File: src/rtl/mem_stage_unit.sv
// Memory stage: consumes EX/MEM, runs a req/ack data-memory access and drives
// registered MEM/WB fields, stalling upstream while an access is outstanding.
module mem_stage_unit #(
    parameter logic [4:0] LOAD_OP  = 5'd10,
    parameter logic [4:0] STORE_OP = 5'd11,
    parameter int         TIMEOUT  = 16
) (
    input  logic        clk,
    input  logic        rst,
    input  logic        in_valid,
    input  logic [4:0]  op_code,
    input  logic [8:0]  rd,
    input  logic [31:0] alu_result,
    input  logic [31:0] store_data,
    output logic        stall,
    output logic        mem_req,
    output logic        mem_we,
    output logic [31:0] mem_addr,
    output logic [31:0] mem_wdata,
    input  logic [31:0] mem_rdata,
    input  logic        mem_ack,
    output logic        wb_valid,
    output logic [4:0]  wb_op_code,
    output logic [8:0]  wb_rd,
    output logic [31:0] wb_data,
    output logic        wb_reg_write,
    output logic        misalign_err,
    output logic        timeout_err
);

    localparam logic [0:0] IDLE = 1'b0;
    localparam logic [0:0] WAIT = 1'b1;
    localparam int CNT_W = (TIMEOUT > 2) ? $clog2(TIMEOUT) : 1;
    localparam logic [CNT_W-1:0] CNT_LIMIT = CNT_W'(TIMEOUT - 1);

    logic [0:0]       state_reg;
    logic [CNT_W-1:0] cnt_reg;
    logic [4:0]       op_reg;
    logic [8:0]       rd_reg;

    logic is_mem;
    logic aligned;

    assign is_mem  = (op_code == LOAD_OP) || (op_code == STORE_OP);
    assign aligned = (alu_result[1:0] == 2'b00);
    // Stall drops on the ack cycle so upstream advances on the completing edge.
    assign stall = ((state_reg == IDLE) && in_valid && is_mem && aligned) ||
                   ((state_reg == WAIT) && !mem_ack);

    always_ff @(posedge clk) begin
        if (rst) begin
            state_reg    <= IDLE;
            cnt_reg      <= '0;
            op_reg       <= '0;
            rd_reg       <= '0;
            mem_req      <= 1'b0;
            mem_we       <= 1'b0;
            mem_addr     <= '0;
            mem_wdata    <= '0;
            wb_valid     <= 1'b0;
            wb_op_code   <= '0;
            wb_rd        <= '0;
            wb_data      <= '0;
            wb_reg_write <= 1'b0;
            misalign_err <= 1'b0;
            timeout_err  <= 1'b0;
        end else begin
            wb_valid     <= 1'b0;
            misalign_err <= 1'b0;
            timeout_err  <= 1'b0;
            case (state_reg)
                IDLE: begin
                    if (in_valid) begin
                        if (is_mem && aligned) begin
                            state_reg <= WAIT;
                            mem_req   <= 1'b1;
                            mem_we    <= (op_code == STORE_OP);
                            mem_addr  <= alu_result;
                            mem_wdata <= store_data;
                            op_reg    <= op_code;
                            rd_reg    <= rd;
                            cnt_reg   <= '0;
                        end else begin
                            // Non-memory op, or misaligned access dropped without a request.
                            wb_valid     <= 1'b1;
                            wb_op_code   <= op_code;
                            wb_rd        <= rd;
                            wb_data      <= alu_result;
                            wb_reg_write <= !is_mem;
                            misalign_err <= is_mem;
                        end
                    end
                end
                WAIT: begin
                    if (mem_ack) begin
                        state_reg    <= IDLE;
                        mem_req      <= 1'b0;
                        wb_valid     <= 1'b1;
                        wb_op_code   <= op_reg;
                        wb_rd        <= rd_reg;
                        wb_data      <= mem_we ? mem_addr : mem_rdata;
                        wb_reg_write <= !mem_we;
                    end else if (cnt_reg == CNT_LIMIT) begin
                        state_reg    <= IDLE;
                        mem_req      <= 1'b0;
                        wb_valid     <= 1'b1;
                        wb_op_code   <= op_reg;
                        wb_rd        <= rd_reg;
                        wb_data      <= mem_addr;
                        wb_reg_write <= 1'b0;
                        timeout_err  <= 1'b1;
                    end else begin
                        cnt_reg <= cnt_reg + 1'b1;
                    end
                end
                default: state_reg <= IDLE;
            endcase
        end
    end

endmodule

File: config.mk
export PLATFORM = sky130hd
export DESIGN_NAME = mem_stage_unit
export DESIGN_NICKNAME = d
export VERILOG_FILES = /design/src/rtl/mem_stage_unit.sv
export SDC_FILE = /design/constraint.sdc
export NUM_CORES = 1
export LEC_CHECK = 0
export CORE_UTILIZATION = 35
export CTS_BUF_LIST = sky130_fd_sc_hd__clkbuf_16
export DETAILED_ROUTE_END_ITERATION = 16
export PLACE_DENSITY = 0.7
export SYNTH_ARGS = -nofsm -noshare
export SYNTH_HDL_FRONTEND = slang
export SYNTH_SLANG_ARGS = --single-unit
File: constraint.sdc
create_clock -name clk -period 1.6 [get_ports clk]
set_clock_uncertainty 0.2 [all_clocks]
set_input_delay 0.32 -clock clk [delete_from_list [all_inputs] [get_ports clk]]
set_output_delay 0.32 -clock clk [all_outputs]
set_load 0.05 [all_outputs]
==> impl_metrics.json, run 1 <==
{
  "io_buffers": 230,
  "p_sw_share_pct": 27.19,
  "diodes": 0,
  "setup_viol_count_final": 133,
  "synth_fp_nets": 782,
  "crit_family": "simple AND/OR/NAND/NOR gates",
  "ys_ff_latch": 135,
  "drive_gt1_share_pct": 47.53,
  "synth-seq-area-share_pct": 47.09,
  "ir_drop_uv": 764.2,
  "period_share_pct": 126.6,
  "tritoncts": "done",
  "drt_pass1_iterations": 4,
  "stdcell_area_sq_um": 12260,
  "ys_types": 35,
  "grt_pass1_wl_um": 36770,
  "ff2ff_path_depth": 9,
  "grt_usage_pct": 29.53,
  "netlist_area_sq_um": 5739,
  "reg_top3": "mem_addr: 32 flops, mem_wdata: 32 flops, wb_data: 32 flops",
  "post-route-drc-count": 0,
  "p_leak_nw": 4.762,
  "synth_edf_count": 0,
  "post-route-util_pct": 76.90,
  "violations": "setup timing",
  "die_y_um": 130.1,
  "slew-limit-headroom_pct": 60.45,
  "hold_violations": 0,
  "syn_avg_cell_area_sq_um": 8.605,
  "critPathRequiredTime_ns": 1.08,
  "grtUsageMet2_pct": 51.91,
  "clkSlewWorstSetupHoldPaths_ns": 0.06,
  "die-area_sq_um": 16910,
  "whs_path_depth": 2,
  "worst_slack_ns": -0.4255,
  "worst_slew_pin_slew_ns": 0.5933,
  "slew_violations": 0,
  "fin_nets": 1072,
  "place.gp.congestion": 0.8191,
  "p_int_mw": 6.404,
  "hold_path.class": "flop to flop",
  "io-pin-count": 231,
  "initial_utilization_pct": 36.00,
  "clock_sink_count": 135,
  "status": "finished, violations left",
  "first_iter_violations": 259,
  "cts_buffers": 17,
  "power_density_nw_per_um2": 717.4,
  "antenna_found_initial": 0,
  "seq_power_share_pct": 40.4,
  "fin_crit_ns": 2.026,
  "clock_latency_ns": 0.42,
  "grt_max_degree": 55,
  "grt_pass1_vias": 6621,
  "yosys.area.top_type_share_pct": 47.09,
  "end_kind": "primary output",
  "top_usage_layer": "met2",
  "cp_slowest_cell": "dfxtp_4",
  "use_met1_pct": 31.59,
  "routed_wl_um": 25530,
  "ys.flop_type": "dfxtp_1",
  "path_max_fanout": 3,
  "path_cells": "nor4b_4 > buf_4 > nand2_4 > nand2_8 > buf_12",
  "postSynthCellCount": 667,
  "setup_tns_ns": -30.04,
  "met3_usage_pct": 10.50,
  "startpoint_type": "flop",
  "synth_common_cells": "nand2_1, dfxtp_1, a21oi_1",
  "die_w_um": 130.1,
  "viasPerCell": 5.426,
  "vias": 6435,
  "crit_buf_inv": 2,
  "grt-ovfl-total": 0,
  "async_flop_share_pct": 0,
  "clock_path_buffers": 2,
  "crit_path_max_incr_delay_ns": 0.36,
  "p_switching_mw": 2.391,
  "rsz0062_at_grt": "true",
  "post_drt_wl_per_cell_um": 21.53,
  "yosysWarnings": 0,
  "synth_area_leaders": "dfxtp_1, nand2_1, a21oi_1",
  "place_area_sq_um": 9868,
  "cts-root-buf": "clkbuf_16",
  "cts_max_level": 4,
  "synth_top_area_cell": "dfxtp_1",
  "fmax_ghz": 0.4937,
  "hpwlAfterDp_um": 13430,
  "arrival_ns": 1.51,
  "total_power_mw": 8.795,
  "p_clk_share_pct": 40.5,
  "area_growth_pct": 113.6,
  "final_antenna_net_count": 0,
  "crit_cells": 5,
  "critPathKind": "flop to primary output",
  "num_rows": 46,
  "yosysMostFrequentCell": "nand2_1",
  "coreArea_sq_um": 15940,
  "cap_violations": 0,
  "place_ws_ns": -0.7219,
  "combPwrFrac_pct": 19.1
}
area by class of cell:
class                           count  area [sq um]
Timing Repair Buffer              331          5032
Sequential cell                   135          2715
Inverter                            1         3.754
Clock inverter                     15         95.09
Clock buffer                       17         425.4
Fill cell                         977          3684
Tap cell                          216         270.3
Multi-Input combinational cell    471          3717
per-stage QoR:
stage / hold WS, ns / instances
CTS: 0.2382 / 1192
global placement: 0.2371 / 1107
floorplan: 0.2295 / 667
finish: 0.2595 / 1186
detailed placement: 0.2445 / 1107
global route: 0.2706 / 1186
cell usage in the layout, fill, tap and decap left out, types with 2 or more instances in the layout:
| cell | instances |
|---|---|
| buf_12 | 146 |
| dfxtp_1 | 131 |
| clkdlybuf4s50_1 | 105 |
| a21oi_2 | 79 |
| nand2_1 | 78 |
| mux2i_1 | 46 |
| nand2_4 | 40 |
| nor2_1 | 40 |
| buf_4 | 39 |
| a221o_1 | 32 |
| a21oi_1 | 31 |
| nand2_2 | 28 |
| nand3_1 | 19 |
| clkbuf_16 | 19 |
| buf_16 | 17 |
| a211oi_2 | 15 |
| nand3_2 | 15 |
| nor3_4 | 12 |
| buf_6 | 9 |
| dlygate4sd2_1 | 7 |
| and2_4 | 5 |
| clkinv_2 | 5 |
| clkinv_1 | 5 |
| buf_8 | 5 |
| nor3_2 | 4 |
| nand2_8 | 3 |
| inv_1 | 3 |
| dfxtp_4 | 3 |
| or3_1 | 2 |
| nor2_2 | 2 |
per-layer routing:
layer,wire (um),vias up
li1,-,2932
met5,0,-
met3,2140,69
met2,13170,287
met1,9272,3147
met4,951,0
logic make-up (layout without fill, tap and decap cells):
kind of cell             Yosys count  in the layout  synth area share, %
multiplexers                      46             46                8.023
AO/OA/AOI/OAI                    166            166                19.47
AND/OR/NAND/NOR                  257            258                18.99
buffers and inverters             62            364                6.213
adder cells (fa/ha/maj)            1              1               0.2180
flip-flops                       135            135                47.09
power groups by stage:
stage	combinational, mW	clock, mW	sequential, mW
6_report	1.68	3.57	3.55
5_1_grt	1.74	3.74	3.56
4_1_cts	1.62	3.57	3.55
3_5_place_dp	1.40	0	3.61
3_3_place_gp	1.38	0	3.61
2_1_floorplan	0.363	0	3.85
worst reg2reg max path, cell delays in order, from the launching register on:
cell and delay (ns):
dfxtp_4 0.36, nor4b_4 0.29, buf_4 0.17, and2_4 0.19
buf_12 0.13, buf_8 0.11, buf_6 0.12, buf_12 0.14
nand2_4 0.05, a21oi_2 0.12
what timing repair did:
item	in CTS	in global routing
endpoints found under the setup margin	132	134
pin swaps	162	59
resized for setup	214	98
endpoints found under the hold margin	1	0
buffers inserted	33	8
hold buffers	1	0
gates cloned	22	2
worst paths after layout:
kind	startpoint	to	slack [ns]
worst max-delay path	state_reg	stall	-0.43
worst min-delay path	rd_reg[6]	rd_reg[6]	0.26
worst max register to register	state_reg	mem_wdata[16]	-0.36
worst min register to register	rd_reg[6]	rd_reg[6]	0.26
Power figures use the tool's default switching activity.
==> inputs of run 2 (changes only) <==
Settings changed: CORE_UTILIZATION 35 to 39, CTS_CLUSTER_SIZE set to 40, PLACE_DENSITY 0.7 to 0.76.
==> run 2 against run 1 <==
Effect of this change:
- the run still ends with setup timing left
- hold slack got worse by 0.21 ns
- count of clock-buffer cells in the layout is the same
- non-clock buffer count shrank 11
- via count grew 0.85%
- sequential power is essentially flat
- critical path type is now flop to flop
- largest power group unchanged
==> impl_metrics.json, run 2 (same netlist as run 1, synthesis figures left out) <==
{
  "post-route-util_pct": 85.97,
  "grt_usage_pct": 32.27,
  "met2_length_um": 13940,
  "place.gp.congestion": 0.8150,
  "rsz0062_at_grt": "true",
  "critPathRequiredTime_ns": 1.76,
  "slew_violations": 0,
  "initial_utilization_pct": 40.72,
  "clock_sink_count": 135,
  "setup_viol_count_final": 132,
  "stdcell_area_sq_um": 12120,
  "drive_gt1_share_pct": 48.44,
  "clkSlewWorstSetupHoldPaths_ns": 0.06,
  "die_w_um": 123.3,
  "hold_violations": 0,
  "layout_common_cells": "buf_12, dfxtp_1, clkdlybuf4s50_1, a21oi_2, nand2_1",
  "cap_violations": 0,
  "p_int_mw": 6.759,
  "crit_family": "compound AO/OA/AOI/OAI gates",
  "antenna_found_initial": 0,
  "grt-ovfl-total": 0,
  "cts-root-buf": "clkbuf_16",
  "worst_slack_ns": -0.3222,
  "slew-limit-headroom_pct": 69.62,
  "crit_path_max_incr_delay_ns": 0.36,
  "violations": "setup timing",
  "tritoncts": "done",
  "layout_commonest_cell": "buf_12",
  "drt_pass1_iterations": 5,
  "viasPerCell": 5.693,
  "grt_pass1_vias": 6728,
  "post-route-drc-count": 0,
  "cts_max_level": 4,
  "die_y_um": 123.3,
  "path_max_fanout": 7,
  "first_iter_violations": 485,
  "fmax_ghz": 0.5202,
  "startpoint_type": "flop",
  "total_power_mw": 9.257,
  "end_kind": "flop",
  "coreArea_sq_um": 14100,
  "io-pin-count": 231,
  "io_buffers": 230,
  "ir_drop_uv": 789.8,
  "diodes": 0,
  "p_clk_share_pct": 43.2,
  "seq_power_share_pct": 38.4,
  "cts_buffers": 17,
  "worst_slew_pin_slew_ns": 0.4558,
  "vias": 6490,
  "fin_nets": 1062,
  "reg_top3": "mem_addr: 32 flops, mem_wdata: 32 flops, wb_data: 32 flops",
  "p_sw_share_pct": 26.99,
  "clock_latency_ns": 0.42,
  "grt_pass1_wl_um": 36670,
  "cp_slowest_cell": "dfxtp_4",
  "highest-signal-layer": "met4",
  "area_growth_pct": 111.1,
  "critPathKind": "flop to flop",
  "status": "finished, violations left",
  "clock_path_buffers": 2,
  "routed_wl_um": 26240,
  "wl_met1_um": 9270,
  "final_antenna_net_count": 0,
  "num_rows": 43,
  "p_switching_mw": 2.498,
  "arrival_ns": 2.08,
  "period_share_pct": 120.1,
  "crit_buf_inv": 3,
  "path_cells": "buf_4 > nand2b_4 > a21o_4 > buf_12 > buf_16 > a221o_1 > a21oi_2",
  "die-area_sq_um": 15210,
  "power_density_nw_per_um2": 763.9,
  "met3WireLength_um": 2054,
  "ctsHoldBuffers": 0,
  "grt_max_degree": 49,
  "combPwrFrac_pct": 18.4,
  "fin_crit_ns": 1.922,
  "hpwlAfterDp_um": 13470,
  "hold_path.class": "input port to flop",
  "place_area_sq_um": 9761,
  "post_drt_wl_per_cell_um": 23.02,
  "p_leak_nw": 4.698
}
[run 2: cell count changes in the layout (fill, tap and decap cells not counted), moves of 3 or more]
cell / before / now
buf_4: 39 / 35
clkinv_1: 5 / 2
nand3_1: 19 / 24
a21oi_2: 79 / 89
buf_12: 146 / 142
nor3_2: 4 / 1
nand3_2: 15 / 9
buf_6: 9 / 14
and2_1: 0 / 3
a21oi_1: 31 / 19
buf_16: 17 / 8
[run 2: layout make-up]
cell class / instances / area [sq um]
timing repair buffer: 320 / 4765
multi-input combinational: 472 / 3826
sequential: 135 / 2713
fill: 642 / 1978
clock buffer: 17 / 425.4
tap: 180 / 225.2
clock inverter: 15 / 160.2
inverter: 1 / 3.754
[run 2: metal layers]
layer,up-vias,global-route usage [%]
met5,-,0
met4,0,12.88
met3,74,10.33
met2,317,58.41
met1,3203,34.50
li1,2896,-
[run 2: what timing repair did]
action                     CTS  global route
setup buffers               24            11
setup endpoints to repair  133           135
resized for setup          186           145
cloned                      18             3
hold endpoints to repair     0             0
pin swaps                  128           106
[run 2: metrics by stage]
| step | std cells | setup slack, ns | hold slack (ns) | TNS [ns] |
|---|---|---|---|---|
| 2_1_floorplan | 667 | -0.1169 | 0.2295 | -3.031 |
| 3_3_place_gp | 1066 | -0.6441 | 0.2377 | -78.26 |
| 3_5_place_dp | 1066 | -0.7162 | 0.2463 | -85.41 |
| 4_1_cts | 1140 | -0.3888 | 0.02288 | -27.04 |
| 5_1_grt | 1140 | -0.3761 | 0.06663 | -26.76 |
| 6_report | 1140 | -0.3222 | 0.05207 | -22.14 |
[run 2: power groups by stage]
stage | Combinational [mW] | Sequential, mW | Clock [mW]
after floorplan | 0.363 | 3.85 | 0
after global placement | 1.38 | 3.61 | 0
after detailed placement | 1.40 | 3.61 | 0
after CTS | 1.59 | 3.54 | 4.00
after global routing | 1.76 | 3.56 | 4.16
final | 1.71 | 3.56 | 4.00
[run 2: final timing paths]
path	depth (start not counted)	slack (ns)	endpoint	start
max	7	-0.32	wb_data[28]	state_reg
min	2	0.05	op_reg[3]	rst
max reg2reg	7	-0.32	wb_data[28]	state_reg
min reg2reg	2	0.27	rd_reg[8]	rd_reg[8]
[run 2: worst register-to-register path, delay by kind of cell (launching register included)]
kind	cells	cell delay (ns)
AND/OR/NAND/NOR	1	0.14
AO/OA/AOI/OAI	3	0.72
buffers and inverters	3	0.43
flip-flops	1	0.36
==> inputs of run 3 (changes only) <==
Settings changed: SLEW_MARGIN set to 20.
==> results of run 3 <==
Final layout, timing and power as in run 2 (identical DEF).
